File: config.mk
export PLATFORM = sky130hd
export DESIGN_NAME = dir_validator
export DESIGN_NICKNAME = d
export VERILOG_FILES = /design/src/rtl/dir_validator.sv
export SDC_FILE = /design/constraint.sdc
export NUM_CORES = 1
export LEC_CHECK = 0
export CAP_MARGIN = 20
export CORE_ASPECT_RATIO = 0.8
export CORE_UTILIZATION = 36
export CTS_BUF_LIST = sky130_fd_sc_hd__clkbuf_16
export DETAILED_ROUTE_END_ITERATION = 7
export DONT_BUFFER_PORTS = 1
export GPL_TIMING_DRIVEN = 0
export PLACE_DENSITY_LB_ADDON = 0.3
export SYNTH_ARGS = -nofsm -noshare
export SYNTH_HDL_FRONTEND = slang
export SYNTH_SLANG_ARGS = --single-unit
File: constraint.sdc
create_clock -name clock -period 12.45 [get_ports clock]
set_clock_uncertainty 0.05 [all_clocks]
set_input_delay 2.49 -clock clock [delete_from_list [all_inputs] [get_ports clock]]
set_output_delay 2.49 -clock clock [all_outputs]
set_load 0.02 [all_outputs]
File: src/rtl/dir_validator.sv
// Walks the board from a start cell along one direction and reports whether the
// walk brackets one or more opponent pieces, and how many.
module dir_validator #(
    parameter int BOARD_CELLS = 100,
    parameter int MAX_WALK    = 8
) (
    input  logic       clock,
    input  logic       reset,
    input  logic       ld,
    input  logic       enable,
    input  logic [7:0] step_in,
    input  logic [6:0] e_addr_in,
    input  logic [1:0] player_in,
    input  logic [1:0] mem_data_in,
    output logic [6:0] mem_addr_o,
    output logic       s_done_o,
    output logic       dir_status_o,
    output logic [2:0] flip_cnt_o
);

    localparam int            CW        = $clog2(MAX_WALK + 1);
    localparam logic [8:0]    CELLS     = 9'(BOARD_CELLS);
    localparam logic [CW-1:0] WALK_LAST = CW'(MAX_WALK - 1);

    typedef enum logic [1:0] {
        IDLE,
        WAIT,
        CHECK,
        DONE
    } state_t;

    state_t        state_q, state_d;
    logic [7:0]    step_q, step_d;
    logic [6:0]    start_q, start_d;
    logic [1:0]    player_q, player_d;
    logic [6:0]    addr_d;
    logic [CW-1:0] cnt_q, cnt_d;
    logic [CW-1:0] opp_q, opp_d;
    logic          status_d;
    logic [2:0]    flip_d;
    logic          done_d;

    logic          load_now;
    logic [8:0]    base;
    logic [8:0]    nxt;
    logic          nxt_ok;
    logic          player_ok;
    logic [1:0]    opponent;

    always_comb begin
        load_now  = (state_q == IDLE) && ld;
        step_d    = load_now ? step_in   : step_q;
        start_d   = load_now ? e_addr_in : start_q;
        player_d  = load_now ? player_in : player_q;

        // Step is sign-extended into a 9-bit signed sum so off-board moves show up negative.
        base      = (state_q == IDLE) ? {2'b00, start_d} : {2'b00, mem_addr_o};
        nxt       = base + {step_d[7], step_d};
        nxt_ok    = !nxt[8] && (nxt < CELLS);
        player_ok = (player_d == 2'b01) || (player_d == 2'b10);
        opponent  = player_q ^ 2'b11;

        state_d   = state_q;
        addr_d    = mem_addr_o;
        cnt_d     = cnt_q;
        opp_d     = opp_q;
        status_d  = dir_status_o;
        flip_d    = flip_cnt_o;
        done_d    = (state_q == DONE);

        case (state_q)
            IDLE: begin
                if (enable) begin
                    status_d = 1'b0;
                    flip_d   = '0;
                    if (player_ok && nxt_ok) begin
                        addr_d  = nxt[6:0];
                        cnt_d   = '0;
                        opp_d   = '0;
                        state_d = WAIT;
                    end else begin
                        state_d = DONE;
                    end
                end
            end
            WAIT: state_d = CHECK;
            CHECK: begin
                if (mem_data_in == opponent) begin
                    opp_d = opp_q + 1'b1;
                    if ((cnt_q == WALK_LAST) || !nxt_ok) begin
                        state_d = DONE;
                    end else begin
                        addr_d  = nxt[6:0];
                        cnt_d   = cnt_q + 1'b1;
                        state_d = WAIT;
                    end
                end else if ((mem_data_in == player_q) && (opp_q != '0)) begin
                    status_d = 1'b1;
                    flip_d   = 3'(opp_q);
                    state_d  = DONE;
                end else begin
                    status_d = 1'b0;
                    flip_d   = '0;
                    state_d  = DONE;
                end
            end
            DONE:    state_d = IDLE;
            default: state_d = IDLE;
        endcase
    end

    // s_done_o is registered off DONE, so the pulse lands one cycle after the DONE state.
    always_ff @(posedge clock or negedge reset) begin
        if (!reset) begin
            state_q      <= IDLE;
            step_q       <= '0;
            start_q      <= '0;
            player_q     <= '0;
            mem_addr_o   <= '0;
            cnt_q        <= '0;
            opp_q        <= '0;
            dir_status_o <= 1'b0;
            flip_cnt_o   <= '0;
            s_done_o     <= 1'b0;
        end else begin
            state_q      <= state_d;
            step_q       <= step_d;
            start_q      <= start_d;
            player_q     <= player_d;
            mem_addr_o   <= addr_d;
            cnt_q        <= cnt_d;
            opp_q        <= opp_d;
            dir_status_o <= status_d;
            flip_cnt_o   <= flip_d;
            s_done_o     <= done_d;
        end
    end

endmodule

=== Word level (Yosys, flattened, before mapping) ===
Cells that the tools add are included.

* Register bits: 39
* Bits of input ports: 23
* Output and inout port bits: 12

* Bitwise gates (word level): 1
* Reductions and logical operators: 14
* Add/subtract/negate cells: 3
* Muxes and demuxes: 29
* Equal/unequal tests: 13
* Order comparisons: 1

{| class="wikitable"
|+ Operators by type and width
! cell !! count
|-
| 7-bit 2-to-1 mux || 6
|-
| 4-bit 2-to-1 mux || 5
|-
| 4-bit case mux with 2 select lines || 2
|-
| 7-bit case mux with 2 select lines || 1
|-
| 2-bit 2-to-1 mux || 5
|-
| 8-bit by 8-bit adder with 9-bit output || 1
|-
| 9-bit by 7-bit < comparator with 1-bit output, second input constant || 1
|-
| 3-bit 2-to-1 mux || 3
|-
| 4-bit by 1-bit adder with 4-bit output, second input constant || 2
|-
| 8-bit 2-to-1 mux || 1
|-
| 2-bit != test, second input constant || 4
|-
| 2-bit case mux with 4 select lines || 1
|-
| 2-bit == test, second input constant || 3
|-
| 3-bit case mux with 2 select lines || 1
|-
| 5-bit AND reduction || 1
|-
| 2-bit by 1-bit == test with 1-bit output, second input constant || 2
|-
| 2-bit == test || 2
|-
| 4-bit by 3-bit == test with 1-bit output, second input constant || 1
|-
| 1-bit logical AND || 4
|-
| 4-bit AND reduction || 1
|-
| 4-bit nonzero test || 1
|-
| 1-bit 2-to-1 mux || 3
|-
| 3-bit AND reduction || 1
|-
| 1-bit zero test || 2
|-
| 6 further kinds || 7
|}

=== Logic depth before layout (Yosys ltp) ===
Gate-level depths: netlist (run 1).

* Depth after elaboration: 12
* Mapped depth: 13

=== Worst setup path before layout (run 1) ===
OpenSTA, ideal clock, no wires.

* Path kind: input to register
* Start: in ld
* End: reg cnt_q[0]
* Setup slack: 6,490 ps
* Cell stages on the path: 13
* Setup time: 125 ps
* Required time: 12,275 ps
* Data arrival time: 5,786 ps
* Path through: nor3b_1 -> buf_4 -> buf_1 -> mux2_2 -> ha_1 -> fa_1 -> nor2_1 -> o21ai_0 -> a21o_2 -> o211ai_1 -> a32oi_2 -> nor3_4 -> mux2_2

* Elaborated cells on any way between the ends: 18

{| class="wikitable"
|+ RTL lines
! element !! line !! text
|-
| start, declared || 9 || <nowiki>input logic ld,</nowiki>
|-
| 1-bit logical AND * || 51 || <nowiki>load_now = (state_q == IDLE) && ld;</nowiki>
|-
| 8-bit 2-to-1 mux * || 52 || <nowiki>step_d = load_now ? step_in : step_q;</nowiki>
|-
| via step_d[0] || 33 || <nowiki>logic [7:0] step_q, step_d;</nowiki>
|-
| 8-bit by 8-bit adder with 9-bit output * || 58 || <nowiki>nxt = base + {step_d[7], step_d};</nowiki>
|-
| 9-bit by 7-bit < comparator with 1-bit output or 1-bit zero test (tied branches) || 59 || <nowiki>nxt_ok = !nxt[8] && (nxt < CELLS);</nowiki>
|-
| 1-bit logical AND * || 59 ||
|-
| 1-bit zero test || 90 || <nowiki>if ((cnt_q == WALK_LAST) || !nxt_ok) begin</nowiki>
|-
| 1-bit logical OR || 90 ||
|-
| 2-bit != test (no line) || n/a ||
|-
| 5-bit AND reduction (no line) * || n/a ||
|-
| end signal, assigned || 131 || <nowiki>cnt_q <= cnt_d;</nowiki>
|-
| end, declared || 37 || <nowiki>logic [CW-1:0] cnt_q, cnt_d;</nowiki>
|}

The timed path passes the listed nets; every way through them passes the cells marked *.
A chain may end at the register's enable or synchronous reset.

=== Final worst setup path (run 1) ===
* Start: in ld
* End: reg mem_addr_o[6]

* Elaborated cells on any way between the ends: 23

{| class="wikitable"
|+ RTL lines
! element !! line !! text
|-
| 1-bit logical AND * || 51 ||
|-
| 8-bit 2-to-1 mux * || 52 ||
|-
| via step_d[0] || 33 ||
|-
| 8-bit by 8-bit adder with 9-bit output * || 58 ||
|-
| 9-bit by 7-bit < comparator with 1-bit output or 1-bit zero test (tied branches) || 59 ||
|-
| 1-bit logical AND || 59 ||
|-
| 1-bit zero test || 90 ||
|-
| 1-bit logical OR || 90 ||
|-
| 2-bit != test (no line) || n/a ||
|-
| 5-bit AND reduction (no line) || n/a ||
|-
| end signal, assigned || 130 || <nowiki>mem_addr_o <= addr_d;</nowiki>
|-
| end, declared || 15 || <nowiki>output logic [6:0] mem_addr_o,</nowiki>
|}

The timed path passes the listed nets; every way through them passes the cells marked *. The select of a mux whose other input is x is not followed.

==> qor.yml, run 1 <==
dieHeight_um: 72.0
syn_area_um2: 2200
ys_async_sr_fraction_pct: 100
clock-sinks: 39
cpMostUsedCell: "mux2_2"
cts_resized: 0
ctsHoldBuffers: 0
rsz0062_at_grt: "false"
n_fill_cell: 559
endpoint_kind: "flop"
ioPinCount: 35
crit_family: "simple AND/OR/NAND/NOR gates"
synth_edf_count: 0
start_util_pct: 37.2
postSynthAreaPerCell_um2: 11.1
worst_r2r_endpoint: "mem_addr_o[6]$_DFFE_PN0P_"
period_needed_ns: 6.24
clk_latency_ns: 0.27
slew_headroom_pct: 55.2
hp-start: "start_q[6]$_DFF_PN0_"
finalCritPeriodShare_pct: 50.1
grt_overflow: 0
holdPathEnd: "start_q[6]$_DFF_PN0_"
core_um2: 5910
multiInputGateArea_um2: 1170
maxCapViolCount: 0
grt_start_max_net_pins: 40
critical_path_arrival_ns: 6.35
dp_hpwl_mm: 3.15
cp_data_required_time_ns: 12.55
critPathKind: "in2reg"
hold_path_class: "reg2reg"
r2r_slack_ns: 7.94
postSynthCellCount: 198
drc: 0
vias_per_cell: 5.19
clock_path_buffers: 2
cts_setup_buffers: 0
cp_slowest_stage_delay_ns: 0.58
max_freq_mhz: 160
slew_violations: 0
yosysUniqueCellTypes: 45
dieArea_um2: 6440
dp_slack_ns: 5.87
wl_per_cell_um: 14.9
crit_fanout: 10
ys_seq_elements: 39
tns_ns: 0
drive_gt1_share_pct: 23.3
drtIter0Drc: 59
cts_tree: "yes"
ys_warn_count: 0
fin_nets: 239
final_util_pct: 41.7
min_path_cells: 1
globalplace.congestion: 0.773
port_buffers: 0
grt_pass1_wl_mm: 7.18
antenna_violating_nets_post_route: 0
register_area_um2: 976
cts_root_buf: "clkbuf_16"
grt_pass1_vias: 1480
worst_slew_pin_slew_ns: 0.666
grt_usage_pct: 14.7
setup_violations: 0
num_antenna_cells: 0
numCtsBuffers: 5
syn_to_final_growth_pct: 12.0
drt_pass1_iterations: 4
die_w_um: 89.4
syn_nets: 232
finalWorstSetupSlack_ns: 6.21
synthFlopType: "dfrtp_1"
cp-start-kind: "primary input"
ys_seq_area_share_pct: 44.3
crit_buf_inv: 2
clkSlewWorstSetupHoldPaths_ns: 0.05
antenna_found_initial: 0
crit_chain: "nor3b_1 > buf_4 > buf_1 > mux2_2 > ha_1 > fa_1 > nor2_1 > o21ai_0 > a21o_2 > o211ai_1 > a32oi_2 > nor3_4 > mux2_2"
r2r-start: "state_q[0]$_DFFE_PN0P_"
routed_wl_mm: 4.27
rr_worst_depth: 13
cts_max_level: 2
worst_path_max_delay_cell: "nor3_4"
status: "completed"
placementRows: 25
dr_total_vias: 1490
hold_viol_final: 0
## state kept, by name (all words and copies together), names as in the netlist
signal        count
cnt_q             4
dir_status_o      1
flip_cnt_o        3
mem_addr_o        7
opp_q             4
player_q          2
s_done_o          1
start_q           7
state_q           2
step_q            8
## synthesized netlist by cell type, types with 2 or more instances
cell	number	share of area (%)
clkbuf_1	2	0.34
a21o_1	2	0.68
xnor2_1	5	2.0
nand3_1	2	0.45
a21oi_1	7	1.6
and3_1	2	0.57
nand2_1	14	2.4
nor2_1	16	2.7
nand4_1	2	0.57
xor2_1	5	2.0
nor3_1	4	0.91
dfrtp_1	39	44
ha_1	10	5.7
nand2b_1	3	0.85
mux2_2	29	15
mux2_4	2	1.4
a22o_1	3	1.2
o211ai_1	4	1.4
a21o_2	2	0.80
inv_1	6	1.0
or4_1	3	1.0
nor2b_1	3	0.85
o21ai_0	11	2.5
## area by class of cell
type | count | area share [%]
buffer | 5 | 1.22
clock buffer | 5 | 5.07
clock inverter | 3 | 1.57
inverter | 6 | 0.913
multi-input combinational | 148 | 47.6
sequential | 39 | 39.6
tap | 81 | 4.11
## worst max-delay path by stage
stage | start | endpoint | slack (ns) | cells after the start
floorplan | ld | cnt_q[0]$_DFFE_PN0P_ | 6.49 | 13
global placement | ld | mem_addr_o[2]$_DFFE_PN0P_ | 5.91 | 13
detailed placement | ld | mem_addr_o[1]$_DFFE_PN0P_ | 5.87 | 13
CTS | ld | mem_addr_o[6]$_DFFE_PN0P_ | 6.13 | 13
global route | ld | mem_addr_o[6]$_DFFE_PN0P_ | 5.92 | 13
finish | ld | mem_addr_o[6]$_DFFE_PN0P_ | 6.21 | 13
## layer usage
layer / up-vias / track usage, % / part of all wire, %
li1: 729 / - / -
met5: - / 0 / 0
met1: 719 / 20.9 / 52
met4: 0 / 3.17 / 0.80
met3: 2 / 5.01 / 6.1
met2: 40 / 21.9 / 41
## worst register-to-register path: stages, from the launching register on
cell and delay [ns]:
dfrtp_1 0.44, nor3b_1 0.20, buf_4 0.24, buf_1 0.53
mux2_2 0.42, ha_1 0.24, fa_1 0.46, nor2_1 0.12
o21ai_0 0.08, a21o_2 0.22, o211ai_1 0.18, a32oi_2 0.20
nor3_4 0.58, mux2_2 0.41
## metrics by stage
step,instances,instance area (um^2),hold slack (ns)
after floorplan,198,2200,0.419
after global placement,279,2300,0.431
after detailed placement,279,2300,0.435
after CTS,287,2470,0.448
after global routing,287,2470,0.457
final,287,2470,0.447
## cell families after synthesis
logic type,count (synthesis),synth area share [%]
flops,39,44.3
fa+ha+maj,11,6.59
compound gates,39,12.4
mux,33,17.7
buf+inv,11,2.39
xor+xnor,10,3.98
simple gates,55,12.7
## placed cells by master, fill, tap and decap left out, types with 5 or more instances in the layout
cell type and n:
dfrtp_1 39, mux2_2 29, nor2_1 16, nand2_1 14, o21ai_0 11, ha_1 10, a21oi_1 7, inv_1 6
xnor2_1 5, xor2_1 5, clkbuf_16 5
Power of run 1 is not shown: default switching activity piles up to over one toggle a cycle in this logic, so the estimate is an artifact.
==> run 2, diff against run 1 <==
==> constraint.sdc (replaced) <==
create_clock -name clock -period 5.4 [get_ports clock]
set_clock_uncertainty 0.05 [all_clocks]
set_input_delay 1.08 -clock clock [delete_from_list [all_inputs] [get_ports clock]]
set_output_delay 1.08 -clock clock [all_outputs]
set_load 0.02 [all_outputs]
==> results of run 2 <==
Same layout as run 1 (identical final DEF). Status: completed.
Main changes from that run: setup slack after placement 5.87 ns -> 0.230 ns; clock-pin slew on the worst setup and hold paths 0.05 ns -> 0.06 ns; setup slack after layout 6.21 ns -> 0.567 ns; register-to-register setup slack 7.94 ns -> 0.89 ns
Power of run 2 is left out for the same reason.
==> run 3, diff against run 2 <==
--- a/config.mk
+++ b/config.mk
@@ -5,6 +5,7 @@
 export SDC_FILE = /design/constraint.sdc
 export NUM_CORES = 1
 export LEC_CHECK = 0
+export ABC_CLOCK_PERIOD_IN_PS = 5400
 export CAP_MARGIN = 20
 export CORE_ASPECT_RATIO = 0.8
 export CORE_UTILIZATION = 36
==> results of run 3 <==
Same layout as run 1 (identical final DEF). Status: completed.
Main changes from that run: setup slack after placement 5.87 ns -> 0.230 ns; clock-pin slew on the worst setup and hold paths 0.05 ns -> 0.06 ns; setup slack after layout 6.21 ns -> 0.567 ns; register-to-register setup slack 7.94 ns -> 0.89 ns
Power of run 3 is left out for the same reason.
